### src/rtl/mmu_pt_writer_if.sv
// rtl/mmu_pt_writer_if.sv - command, status and page-table port bundle for mmu_pt_writer
// Readback signals (pt_raddr, pt_rdata, rd_data) exist only when MMU_PT_READBACK_EN is defined.
interface mmu_pt_writer_if #(
   parameter int PT_AW   = 12,
   parameter int ENTRY_W = 8,
   parameter int PAGE_W  = 5
);
   logic               cmd_valid;
   logic               cmd_ready;
   logic [1:0]         cmd_op;
   logic [PT_AW-1:0]   cmd_ptb;
   logic [PAGE_W-1:0]  cmd_page;
   logic [ENTRY_W-1:0] cmd_data;
   logic               busy;
   logic               done;
   logic               err;
   logic               pt_we;
   logic [PT_AW-1:0]   pt_waddr;
   logic [ENTRY_W-1:0] pt_wdata;
`ifdef MMU_PT_READBACK_EN
   logic [PT_AW-1:0]   pt_raddr;
   logic [ENTRY_W-1:0] pt_rdata;
   logic [ENTRY_W-1:0] rd_data;

   modport master (
      output cmd_valid, cmd_op, cmd_ptb, cmd_page, cmd_data, pt_rdata,
      input  cmd_ready, busy, done, err, pt_we, pt_waddr, pt_wdata, pt_raddr, rd_data
   );

   modport slave (
      input  cmd_valid, cmd_op, cmd_ptb, cmd_page, cmd_data, pt_rdata,
      output cmd_ready, busy, done, err, pt_we, pt_waddr, pt_wdata, pt_raddr, rd_data
   );
`else
   modport master (
      output cmd_valid, cmd_op, cmd_ptb, cmd_page, cmd_data,
      input  cmd_ready, busy, done, err, pt_we, pt_waddr, pt_wdata
   );

   modport slave (
      input  cmd_valid, cmd_op, cmd_ptb, cmd_page, cmd_data,
      output cmd_ready, busy, done, err, pt_we, pt_waddr, pt_wdata
   );
`endif
endinterface

### src/rtl/mmu_pt_writer.sv
// rtl/mmu_pt_writer.sv - write-side controller for the MMU page table RAM (single write, process fill, clear)
// Optional readback op (11) is built when MMU_PT_READBACK_EN is defined; otherwise op 11 pulses err.
module mmu_pt_writer #(
   parameter int PT_AW      = 12,
   parameter int ENTRY_W    = 8,
   parameter int PROC_PAGES = 32
) (
   input  logic            clk,
   input  logic            rst_n,
   mmu_pt_writer_if.slave  bus
);

   localparam int CNT_W = $clog2(PROC_PAGES);

   localparam logic [1:0] OP_WRITE = 2'b00;
   localparam logic [1:0] OP_FILL  = 2'b01;
   localparam logic [1:0] OP_CLEAR = 2'b10;

   localparam logic [CNT_W-1:0]   FILL_LAST   = CNT_W'(PROC_PAGES - 1);
   localparam logic [CNT_W-1:0]   FILL_PENULT = CNT_W'(PROC_PAGES - 2);
   localparam logic [PT_AW-1:0]   ADDR_LAST   = {PT_AW{1'b1}};
   localparam logic [PT_AW-1:0]   ADDR_PENULT = {{(PT_AW-1){1'b1}}, 1'b0};
   localparam logic [PT_AW-1:0]   ADDR_ONE    = {{(PT_AW-1){1'b0}}, 1'b1};
   localparam logic [CNT_W-1:0]   CNT_ONE     = {{(CNT_W-1){1'b0}}, 1'b1};
   localparam logic [ENTRY_W-2:0] PAGE_ONE    = {{(ENTRY_W-2){1'b0}}, 1'b1};

   typedef enum logic [2:0] {
      S_IDLE,
      S_WRITE,
      S_FILL,
      S_CLEAR,
      S_READ_ADDR,
      S_READ_WAIT,
      S_READ_DONE
   } state_t;

   state_t             r_state;
   state_t             w_state;
   logic [CNT_W-1:0]   r_cnt;
   logic [CNT_W-1:0]   w_cnt;
   logic               r_pt_we;
   logic               w_pt_we;
   logic [PT_AW-1:0]   r_pt_waddr;
   logic [PT_AW-1:0]   w_pt_waddr;
   logic [ENTRY_W-1:0] r_pt_wdata;
   logic [ENTRY_W-1:0] w_pt_wdata;
   logic               r_done;
   logic               w_done;
   logic               r_err;
   logic               w_err;
   logic [PT_AW-1:0]   w_entry_addr;
   logic               w_idle;
`ifdef MMU_PT_READBACK_EN
   logic [PT_AW-1:0]   r_pt_raddr;
   logic [PT_AW-1:0]   w_pt_raddr;
   logic [ENTRY_W-1:0] r_rd_data;
   logic [ENTRY_W-1:0] w_rd_data;
`endif

   // Entry address of ptb+page; the carry out of the 12-bit add is dropped so it wraps to 0.
   assign w_entry_addr = bus.cmd_ptb + {{(PT_AW-$bits(bus.cmd_page)){1'b0}}, bus.cmd_page};

   // Handshake status decodes straight from state so a command is only taken in IDLE.
   assign w_idle        = (r_state == S_IDLE);
   assign bus.cmd_ready = w_idle;
   assign bus.busy      = ~w_idle;
   assign bus.pt_we     = r_pt_we;
   assign bus.pt_waddr  = r_pt_waddr;
   assign bus.pt_wdata  = r_pt_wdata;
   assign bus.done      = r_done;
   assign bus.err       = r_err;
`ifdef MMU_PT_READBACK_EN
   assign bus.pt_raddr  = r_pt_raddr;
   assign bus.rd_data   = r_rd_data;
`endif

   // Next-state and next-output decode; every output is computed one cycle ahead and registered.
   always_comb begin
      w_state    = r_state;
      w_cnt      = r_cnt;
      w_pt_we    = 1'b0;
      w_pt_waddr = r_pt_waddr;
      w_pt_wdata = r_pt_wdata;
      w_done     = 1'b0;
      w_err      = 1'b0;
`ifdef MMU_PT_READBACK_EN
      w_pt_raddr = r_pt_raddr;
      w_rd_data  = r_rd_data;
`endif
      case (r_state)
         S_IDLE: begin
            if (bus.cmd_valid) begin
               case (bus.cmd_op)
                  OP_WRITE: begin
                     w_state    = S_WRITE;
                     w_pt_we    = 1'b1;
                     w_pt_waddr = w_entry_addr;
                     w_pt_wdata = bus.cmd_data;
                     w_done     = 1'b1;
                  end
                  OP_FILL: begin
                     // First entry of the block: page index 0, first physical page, present set.
                     w_state    = S_FILL;
                     w_cnt      = '0;
                     w_pt_we    = 1'b1;
                     w_pt_waddr = bus.cmd_ptb;
                     w_pt_wdata = {1'b1, bus.cmd_data[ENTRY_W-2:0]};
                  end
                  OP_CLEAR: begin
                     w_state    = S_CLEAR;
                     w_pt_we    = 1'b1;
                     w_pt_waddr = '0;
                     w_pt_wdata = '0;
                  end
                  default: begin
`ifdef MMU_PT_READBACK_EN
                     w_state    = S_READ_ADDR;
                     w_pt_raddr = w_entry_addr;
`else
                     w_err      = 1'b1;
`endif
                  end
               endcase
            end
         end
         S_WRITE: begin
            w_state = S_IDLE;
         end
         S_FILL: begin
            if (r_cnt == FILL_LAST) begin
               w_state = S_IDLE;
            end else begin
               // Address and physical page both step by one; the page wraps within 7 bits.
               w_cnt      = r_cnt + CNT_ONE;
               w_pt_we    = 1'b1;
               w_pt_waddr = r_pt_waddr + ADDR_ONE;
               w_pt_wdata = {1'b1, r_pt_wdata[ENTRY_W-2:0] + PAGE_ONE};
               w_done     = (r_cnt == FILL_PENULT);
            end
         end
         S_CLEAR: begin
            // The address register doubles as the sweep counter; stop on 4095 before it wraps.
            if (r_pt_waddr == ADDR_LAST) begin
               w_state = S_IDLE;
            end else begin
               w_pt_we    = 1'b1;
               w_pt_waddr = r_pt_waddr + ADDR_ONE;
               w_pt_wdata = '0;
               w_done     = (r_pt_waddr == ADDR_PENULT);
            end
         end
`ifdef MMU_PT_READBACK_EN
         S_READ_ADDR: begin
            w_state = S_READ_WAIT;
         end
         S_READ_WAIT: begin
            // RAM data for pt_raddr is valid this cycle; capture it and flag completion.
            w_state   = S_READ_DONE;
            w_rd_data = bus.pt_rdata;
            w_done    = 1'b1;
         end
         S_READ_DONE: begin
            w_state = S_IDLE;
         end
`endif
         default: begin
            w_state = S_IDLE;
         end
      endcase
   end

   // State and registered outputs; async reset drops pt_we immediately, even mid-sweep.
   always_ff @(posedge clk or negedge rst_n) begin
      if (!rst_n) begin
         r_state    <= S_IDLE;
         r_cnt      <= '0;
         r_pt_we    <= 1'b0;
         r_pt_waddr <= '0;
         r_pt_wdata <= '0;
         r_done     <= 1'b0;
         r_err      <= 1'b0;
`ifdef MMU_PT_READBACK_EN
         r_pt_raddr <= '0;
         r_rd_data  <= '0;
`endif
      end else begin
         r_state    <= w_state;
         r_cnt      <= w_cnt;
         r_pt_we    <= w_pt_we;
         r_pt_waddr <= w_pt_waddr;
         r_pt_wdata <= w_pt_wdata;
         r_done     <= w_done;
         r_err      <= w_err;
`ifdef MMU_PT_READBACK_EN
         r_pt_raddr <= w_pt_raddr;
         r_rd_data  <= w_rd_data;
`endif
      end
   end

endmodule

### src/flat_wrapper.sv
// flat-port wrapper written by rule: the top's interface ports become plain ports
module mmu_pt_writer_flat 
#(
   parameter int PT_AW      = 12,
   parameter int ENTRY_W    = 8,
   parameter int PROC_PAGES = 32
)
  (clk, rst_n, bus_cmd_valid, bus_cmd_op, bus_cmd_ptb, bus_cmd_page, bus_cmd_data, bus_cmd_ready, bus_busy, bus_done, bus_err, bus_pt_we, bus_pt_waddr, bus_pt_wdata);
  mmu_pt_writer_if #(.PT_AW(PT_AW), .ENTRY_W(ENTRY_W)) bus_i ();
  input  logic clk;
  input  logic rst_n;
  input wire logic [$bits(bus_i.cmd_valid)-1:0] bus_cmd_valid;
  input wire logic [$bits(bus_i.cmd_op)-1:0] bus_cmd_op;
  input wire logic [$bits(bus_i.cmd_ptb)-1:0] bus_cmd_ptb;
  input wire logic [$bits(bus_i.cmd_page)-1:0] bus_cmd_page;
  input wire logic [$bits(bus_i.cmd_data)-1:0] bus_cmd_data;
  output wire logic [$bits(bus_i.cmd_ready)-1:0] bus_cmd_ready;
  output wire logic [$bits(bus_i.busy)-1:0] bus_busy;
  output wire logic [$bits(bus_i.done)-1:0] bus_done;
  output wire logic [$bits(bus_i.err)-1:0] bus_err;
  output wire logic [$bits(bus_i.pt_we)-1:0] bus_pt_we;
  output wire logic [$bits(bus_i.pt_waddr)-1:0] bus_pt_waddr;
  output wire logic [$bits(bus_i.pt_wdata)-1:0] bus_pt_wdata;
  assign bus_i.cmd_valid = bus_cmd_valid;
  assign bus_i.cmd_op = bus_cmd_op;
  assign bus_i.cmd_ptb = bus_cmd_ptb;
  assign bus_i.cmd_page = bus_cmd_page;
  assign bus_i.cmd_data = bus_cmd_data;
  assign bus_cmd_ready = bus_i.cmd_ready;
  assign bus_busy = bus_i.busy;
  assign bus_done = bus_i.done;
  assign bus_err = bus_i.err;
  assign bus_pt_we = bus_i.pt_we;
  assign bus_pt_waddr = bus_i.pt_waddr;
  assign bus_pt_wdata = bus_i.pt_wdata;
  mmu_pt_writer #(.PT_AW(PT_AW), .ENTRY_W(ENTRY_W), .PROC_PAGES(PROC_PAGES)) u_core (.clk(clk), .rst_n(rst_n), .bus(bus_i));
endmodule
### config.mk
export PLATFORM = sky130hd
export DESIGN_NAME = mmu_pt_writer_flat
export DESIGN_NICKNAME = d
export VERILOG_FILES = /design/src/rtl/mmu_pt_writer_if.sv /design/src/rtl/mmu_pt_writer.sv /design/src/flat_wrapper.sv
export SDC_FILE = /design/constraint.sdc
export NUM_CORES = 1
export LEC_CHECK = 0
export CORE_UTILIZATION = 30
export DETAILED_ROUTE_END_ITERATION = 6
export GPL_TIMING_DRIVEN = 0
export PLACE_DENSITY_LB_ADDON = 0.15
export SETUP_SLACK_MARGIN = 0.1
export SLEW_MARGIN = 20
export SYNTH_ARGS = -nofsm -noshare
export SYNTH_HDL_FRONTEND = slang
export SYNTH_SLANG_ARGS = --single-unit
export TNS_END_PERCENT = 30
### constraint.sdc
create_clock -name clk -period 3.02 [get_ports clk]
set_clock_uncertainty 0.05 [all_clocks]
set_input_delay 0.453 -clock clk [delete_from_list [all_inputs] [get_ports clk]]
set_output_delay 0.453 -clock clk [all_outputs]
set_load 0.01 [all_outputs]
After elaboration in Yosys (flattened, before gate mapping) --
Cells that the tools add are included.
Cells by class: add/sub/neg operators 4, multipliers 0, div/mod/pow operators 0, $lt $le $gt $ge 0, equality and inequality tests 15, shift-type cells 0, multiplexer cells 32, bitwise gates (word level) 1, reductions and logical operators 8
Operators with widths (number):
- 12-bit case mux with 3 select lines | 2
- 8-bit case mux with 3 select lines | 2
- 12-bit 2-to-1 mux | 3
- 12-bit equality test (second input constant) | 2
- 8-bit 2-to-1 mux | 3
- 3-bit case mux with 3 select lines | 2
- 5-bit 2-to-1 mux | 3
- 12-bit by 1-bit adder with 12-bit output (second input constant) | 1
- 12-bit by 5-bit adder with 12-bit output | 1
- 1-bit 2-to-1 mux | 11
- 5-bit equality test (second input constant) | 2
- 5-bit case mux with 2 select lines | 1
- 3-bit 2-to-1 mux | 3
- 2-bit inequality test (second input constant) | 4
- 4-bit AND reduction | 2
- 7-bit by 1-bit adder with 7-bit output (second input constant) | 1
- 3-bit by 2-bit equality test with 1-bit output (second input constant) | 2
- 1-bit case mux with 3 select lines | 2
- 5-bit by 1-bit adder with 5-bit output (second input constant) | 1
- 5-bit AND reduction | 1
- 2-bit by 1-bit inequality test with 1-bit output (second input constant) | 2
- 4-bit inequality test (second input constant) | 1
- 3-bit logical NOT | 1
- 3-bit nonzero test | 1
- 6 further kinds | 6
Word-level totals: flip-flop bits (word level) 31, bits in latches 0, RAM bits 0, ROM bits 0, bits of input ports 30, output and inout port bits 25, memories kept 0

Longest topological paths before layout --
Gate-level depths: netlist (run 1).
depth after elaboration 5, depth in mapped cells 9, depth with buffers taken out 9

Worst setup path before layout (run 1) --
OpenSTA, ideal clock, no wires.
path type input to register, start input port bus_cmd_page[0], end register u_core.r_pt_waddr[10] (netlist: u_core.bus.pt_waddr[10]), setup time 0.127 ns, data arrival time 1.972 ns, required time 2.843 ns, slack 0.871 ns, stages 9, path buffers 0, cells stage by stage ha_1 > inv_1 > fa_1 > nand2b_1 > a21oi_1 > o21ai_0 > and3_1 > o31ai_1 > nand2_1
On the way: cells in the longest elaborated chain, start to end 4
RTL lines:
- start: declaration | line flat_wrapper.sv:15 | input wire logic [$bits(bus_i.cmd_page)-1:0] bus_cmd_page;
- 12-bit by 5-bit adder with 12-bit output | line mmu_pt_writer.sv:61 | assign w_entry_addr = bus.cmd_ptb + {{(PT_AW-$bits(bus.cmd_page)){1'b0}}, bus.cmd_page};
- 12-bit case mux with 3 select lines | line mmu_pt_writer.sv:93 | case (bus.cmd_op)
- 12-bit 2-to-1 mux | line mmu_pt_writer.sv:92 | if (bus.cmd_valid) begin
- 12-bit case mux with 3 select lines | line mmu_pt_writer.sv:90 | case (r_state)
- end signal: assignment | line mmu_pt_writer.sv:190 | r_pt_waddr <= w_pt_waddr;
- end: declaration | line mmu_pt_writer.sv:43 | logic [PT_AW-1:0] r_pt_waddr;
Every way passes these cells. The select of a mux whose other input is x is not followed. A chain may end at the register's enable or synchronous reset.

Final worst setup path (run 1) --
start input port bus_cmd_op[1], end register u_core.r_pt_wdata[6] (netlist: u_core.bus.pt_wdata[6])
On the way: cells in the longest elaborated chain, start to end 4, elaborated cells between the ends (all ways) 8
RTL lines:
- start: declaration | line flat_wrapper.sv:13 | input wire logic [$bits(bus_i.cmd_op)-1:0] bus_cmd_op;
- 2-bit equality test (tied with other cells) | line mmu_pt_writer.sv:93
- 8-bit case mux with 3 select lines | line mmu_pt_writer.sv:93
- 8-bit 2-to-1 mux | line mmu_pt_writer.sv:92
- 8-bit case mux with 3 select lines | line mmu_pt_writer.sv:90
- end signal: assignment | line mmu_pt_writer.sv:191 | r_pt_wdata <= w_pt_wdata;
- end: declaration | line mmu_pt_writer.sv:45 | logic [ENTRY_W-1:0] r_pt_wdata;
Parallel ways exist; a longest one is shown, timed or not. The select of a mux whose other input is x is not followed.

==> flow_summary.ini, run 1 <==
[outcome]
status = completed

[worst_setup_path]
slowest_delay_ns = 0.51
critPathMaxFanout = 10
startpoint_type = primary input
cp_data_arrival_time_ns = 2.89
worstRegToRegCells = 8
r2r_slack_ns = 0.40
setup.worst_path.class = in2reg
cp-end-kind = flop
crit_slowest_cell = clkdlybuf4s50_1
cp_cell_sequence = clkdlybuf4s50_1, inv_1, ha_1, o31a_1, o32a_2, nand2_1, clkbuf_1, o21ai_1
crit_required_ns = 3.11

[routing]
drt-pass1-iter-count = 4
drc = 0
drt-initial-drc-count = 134
wirelength_um = 6300
dr_total_vias = 2266
avgRoutedWirePerCell_um = 14.6
drtAntennaViolNets = 0
via_per_inst = 5.25

[pwr]
internal-power_w = 0.000623
total_power_w = 0.000829
power.leakage_nw = 1.26
combPwrFrac = 0.150
pwr-share-clk = 0.366
switching_share = 0.248
powerDensity_nw_per_um2 = 277
p_sw_w = 0.000206
ir_drop_v = 0.000110
pwr-share-seq = 0.485

[placed_design]
dpl.cell_count = 424
dp_hpwl_um = 4750
place.gp.congestion = 0.829
portBuffers = 54

[global_route]
grt_util_met3 = 0.0245
overflow = 0
grt_max_degree = 26
use_met2 = 0.283
grt_pass1_wl_um = 10400
grt_pass1_vias = 2103
gr-usage-met1 = 0.242
antenna_found_initial = 0
track_usage = 0.175
busiest_layer = met2

[synth]
yosys.area_share.simple = 0.223
yosysWarnings = 0
synth_cell_types = 51
synth_xor_area_frac = 0.0197
yosys-top-cells-area = dfrtp_1, ha_1, nor2_1
dominantRegCellSynth = dfrtp_1
netlist_area_um2 = 2220
synth.avg_cell_area_um2 = 8.13
synth-compound-area-share = 0.270
synth_nets = 319
synth_top_cell_area_share = 0.338
yosysMostFrequentCell = dfrtp_1
synth_edf_count = 0
synth_top_family_by_area = compound AO/OA/AOI/OAI gates
ys_async_sr_fraction = 1.00
synth_cells = 273
synth_seq_cells = 30
synthMuxAreaShare = 0.00959
synth.largest_area_cell = dfrtp_1
ys_seq_area_frac = 0.338
synth-adder-area-share = 0.0936
ys_top_cells_by_count = dfrtp_1, nor2_1, nand2_1

[floorplanning]
die_width_um = 88.0
core_um2 = 6980
top_level_ports = 55
die-area_um2 = 7740
initial_core_util = 0.318
num_rows = 30
die-height_um = 88.0

[timing]
period_share = 0.929
setup-tns-final_ns = 0
grt_setup_unrepaired = yes
tightest_slew_ns = 0.644
max_slew_margin = 0.570
max_clock_freq_ghz = 0.357
drv_slew = 0
timing.hold.ws_ns = 0.431
finalHoldViolCount = 0
min_period_ns = 2.80
setup_viol = 0

[clocking]
worst_skew_pair.late_latency_ns = 0.28
clk_pin_slew_worst_paths_ns = 0.06
cts-root-buf = clkbuf_8
cts_tree = done
post_cts_buffers = 0
clkSinkCount = 30
cts_htree_levels = 2
clockBufferDepth = 2
numCtsBuffers = 5

[final_layout]
fin_cells = 432
nets = 382
area_growth_pct = 34.9
drive_gt1_frac = 0.0476
antenna_cells = 0
utilization = 0.429
fill_cells = 760

[flow_run]
cap_violations = 0

[min_path]
hp-class = reg2reg
hold_depth = 2
[cell families after synthesis]
logic type,after synthesis
AOI/OAI and AO/OA,93
xor gates and xnor gates,5
adders and majority gates,16
buffers and inverters,26
DFF,30
muxes,2
and+or+nand+nor,101
[placed cells by master (no fill, tap or decap), types with 10 or more instances in the layout]
| master | n |
|---|---|
| nor2_1 | 26 |
| a21oi_1 | 19 |
| nand3_1 | 13 |
| o21ai_0 | 16 |
| dfrtp_1 | 30 |
| nor3_1 | 10 |
| and3_1 | 10 |
| clkdlybuf4s50_1 | 53 |
| inv_1 | 14 |
| nand2_1 | 22 |
| ha_1 | 15 |
| o21ai_1 | 16 |
[worst paths after layout]
| check | from | to |
|---|---|---|
| hold / removal | u_core.bus.pt_wdata[7] | u_core.bus.pt_wdata[7] |
| max in group asynchronous | rst_n | u_core.bus.pt_wdata[3] |
| setup reg to reg | u_core.r_cnt[1] | u_core.bus.pt_waddr[9] |
| min in group asynchronous | rst_n | u_core.bus.pt_wdata[7] |
| setup / recovery | bus_cmd_op[1] | u_core.bus.pt_wdata[6] |
| hold reg to reg | u_core.bus.pt_wdata[7] | u_core.bus.pt_wdata[7] |
[power groups by stage]
stage	sequential (W)	clock, W	combinational, W
floorplan	0.000409	0	0.0000537
global placement	0.000409	0	0.000120
detailed placement	0.000409	0	0.000122
CTS	0.000402	0.000313	0.000124
global route	0.000402	0.000328	0.000139
finish	0.000402	0.000303	0.000124
[flip-flops by register name (all words and copies together) (netlist names)]
signal,cells
u_core.bus.err,1
u_core.bus.pt_we,1
u_core.bus.done,1
u_core.r_state,2
u_core.r_cnt,5
u_core.bus.pt_wdata,8
u_core.bus.pt_waddr,12
[what timing repair did]
item,4_1_cts,5_1_grt
gates resized for setup,0,3
setup endpoints to repair,0,7
endpoints found under the hold margin,5,0
hold buffers,1,0
[routing by layer]
metal / up-vias / share of wire
met3: 7 / 0.043
met1: 1073 / 0.47
met2: 54 / 0.47
met4: 0 / 0.012
met5: - / 0
li1: 1132 / -
[per-stage QoR]
step | cell area, um2 | setup WS (ns)
final | 2990 | 0.215
after global routing | 2990 | 0.0532
after detailed placement | 2890 | -0.173
after global placement | 2880 | -0.145
after CTS | 2980 | 0.115
after floorplan | 2220 | 0.871
[area by class of cell]
class	instances	area, um2	area share
buffer	11	46.3	0.0155
tap	96	120	0.0401
clock buffer	7	76.3	0.0255
multi-input combinational	217	1380	0.460
timing repair buffer	56	566	0.189
inverter	15	56.3	0.0188
sequential	30	751	0.251
[critical path, delay by kind of cell]
family | cells | cell delay [ns]
and+or+nand+nor | 1 | 0.12
buffers and inverters | 3 | 1.09
adders and majority gates | 1 | 0.28
AOI/OAI and AO/OA | 3 | 0.93
No activity file was read; power rests on OpenSTA's default activity.
==> inputs of run 2 (changes only) <==
Settings changed: CORE_MARGIN set to 2.
==> run 2 against run 1 <==
Clock power up 12%. Flip-flop and latch count unchanged. Combinational power about the same. Final area up 0.54%. Critical endpoint is now u_core.bus.pt_wdata[1]. Global-route usage down 1.4 points. Wire length up 0.51%. Die area up 4.6%. Largest power group unchanged. Critical path depth up 1. Total power up 4.3%. Utilization down 1.2 points. Maximum frequency up 3.4%. Non-clock buffer count down 1.
==> flow_summary.ini, run 2 (same netlist as run 1, synthesis figures left out) <==
[routing]
wirelength_um = 6330
avgRoutedWirePerCell_um = 14.6
drc = 0
dr_total_vias = 2288
drt-initial-drc-count = 120
via_per_inst = 5.26
drt-pass1-iter-count = 4
drtAntennaViolNets = 0

[floorplanning]
top_level_ports = 55
die-area_um2 = 8100
num_rows = 31
die_width_um = 90.0
core_um2 = 7210
initial_core_util = 0.307
die-height_um = 90.0

[pwr]
power.leakage_nw = 1.27
powerDensity_nw_per_um2 = 287
total_power_w = 0.000865
ir_drop_v = 0.000117

[timing]
drv_slew = 0
min_period_ns = 2.71
setup-tns-final_ns = 0
tightest_slew_ns = 0.564
setup_viol = 0
grt_setup_unrepaired = yes
period_share = 0.898
max_slew_margin = 0.623
finalHoldViolCount = 0
max_clock_freq_ghz = 0.369

[final_layout]
drive_gt1_frac = 0.0536
fill_cells = 761
fin_cells = 435
nets = 381
final_common_cell = clkdlybuf4s50_1
utilization = 0.417
antenna_cells = 0
final_cell_mix = clkdlybuf4s50_1, dfrtp_1, nor2_1
final_area_um2 = 3010
largest_reg_flops = 12
area_growth_pct = 35.6

[clocking]
numCtsBuffers = 5
cts_tree = done
post_cts_buffers = 0
clockBufferDepth = 2
clkSinkCount = 30
cts_htree_levels = 2
clk_pin_slew_worst_paths_ns = 0.07
cts-root-buf = clkbuf_8
worst_skew_pair.late_latency_ns = 0.28

[global_route]
track_usage = 0.161
grt_pass1_vias = 2087
overflow = 0
grt_max_degree = 17
grt_pass1_wl_um = 10600
antenna_found_initial = 0

[flow_run]
cap_violations = 0

[worst_setup_path]
crit_required_ns = 3.18
slowest_delay_ns = 0.51
crit_family = buffers and inverters
cp_common_cell = nand2_1
cp_data_arrival_time_ns = 2.87
timing.rr.start = u_core.r_cnt[1]
path_depth = 9
setup.worst_path.class = in2reg
r2r_slack_ns = 0.44
crit_buf_inv = 3
startpoint_type = primary input
worstSetupStartpoint = bus_cmd_op[1]
crit_slowest_cell = clkdlybuf4s50_1
cp-end-kind = flop
worstRegToRegCells = 8
crit_path_end = u_core.bus.pt_wdata[1]
cp_cell_sequence = clkdlybuf4s50_1, inv_1, ha_1, o31a_1, o32a_2, nand2_1, clkbuf_1, nand2_1, o21ai_1
critPathMaxFanout = 10
r2r_end = u_core.bus.pt_waddr[9]

[outcome]
status = completed

[placed_design]
dpl.cell_count = 427
post_dp_cell_area_um2 = 2910
portBuffers = 54
dp_hpwl_um = 4820
place.gp.congestion = 0.812

[min_path]
hp-class = in2async
-- run 2: worst min-delay path by stage --
stage | startpoint | slack [ns] | cells after the start | end
after global routing | rst_n | 0.06 | 1 | u_core.bus.pt_wdata[7]
final | rst_n | 0.04 | 1 | u_core.bus.pt_wdata[7]
after detailed placement | rst_n | 0.35 | 1 | u_core.bus.pt_wdata[7]
after global placement | u_core.bus.pt_wdata[7] | 0.43 | 2 | u_core.bus.pt_wdata[7]
after floorplan | rst_n | 0.11 | 0 | u_core.bus.done
after CTS | rst_n | 0.04 | 1 | u_core.bus.pt_wdata[7]
-- run 2: area by class of cell --
class | instances | area [um2] | area share
Multi-Input combinational cell | 217 | 1380 | 0.458
Sequential cell | 30 | 751 | 0.249
Timing Repair Buffer | 55 | 563 | 0.187
Tap cell | 99 | 124 | 0.0412
Clock buffer | 7 | 86.3 | 0.0287
Inverter | 15 | 56.3 | 0.0187
Buffer | 11 | 46.3 | 0.0154
Clock inverter | 1 | 5.00 | 0.00166
-- run 2: metrics by stage --
| stage | setup slack [ns] | hold slack (ns) |
|---|---|---|
| final | 0.307 | 0.0448 |
| after global routing | 0.0659 | 0.0556 |
| after CTS | 0.133 | 0.0445 |
| after detailed placement | -0.167 | 0.353 |
| after global placement | -0.168 | 0.427 |
| after floorplan | 0.871 | 0.107 |
-- run 2: metal layers --
metal | track usage | vias up | wire, um | share of wire
met1 | 0.229 | 1088 | 3060 | 0.48
met4 | 0.0423 | 0 | 74 | 0.012
met5 | 0 | - | 0 | 0
met3 | 0.0235 | 6 | 250 | 0.039
li1 | - | 1136 | - | -
met2 | 0.256 | 58 | 2950 | 0.47
-- run 2: power by group --
part	internal (W)	switching (W)
sequential	0.000402	0
clock	0.000184	0.000155
combinational	0.0000632	0.0000614
total	0.000649	0.000216
-- run 2: repair_timing --
action                                  in CTS  in global routing
hold buffers                                 0                  0
endpoints found under the setup margin       0                  6
resized for setup                            0                  3
hold endpoints to repair                     0                  0
==> inputs of run 3 (changes only) <==
Settings changed: GPL_ROUTABILITY_DRIVEN set to 1.
==> results of run 3 <==
Same layout as run 2: the final DEF is identical, and so are final timing and power.
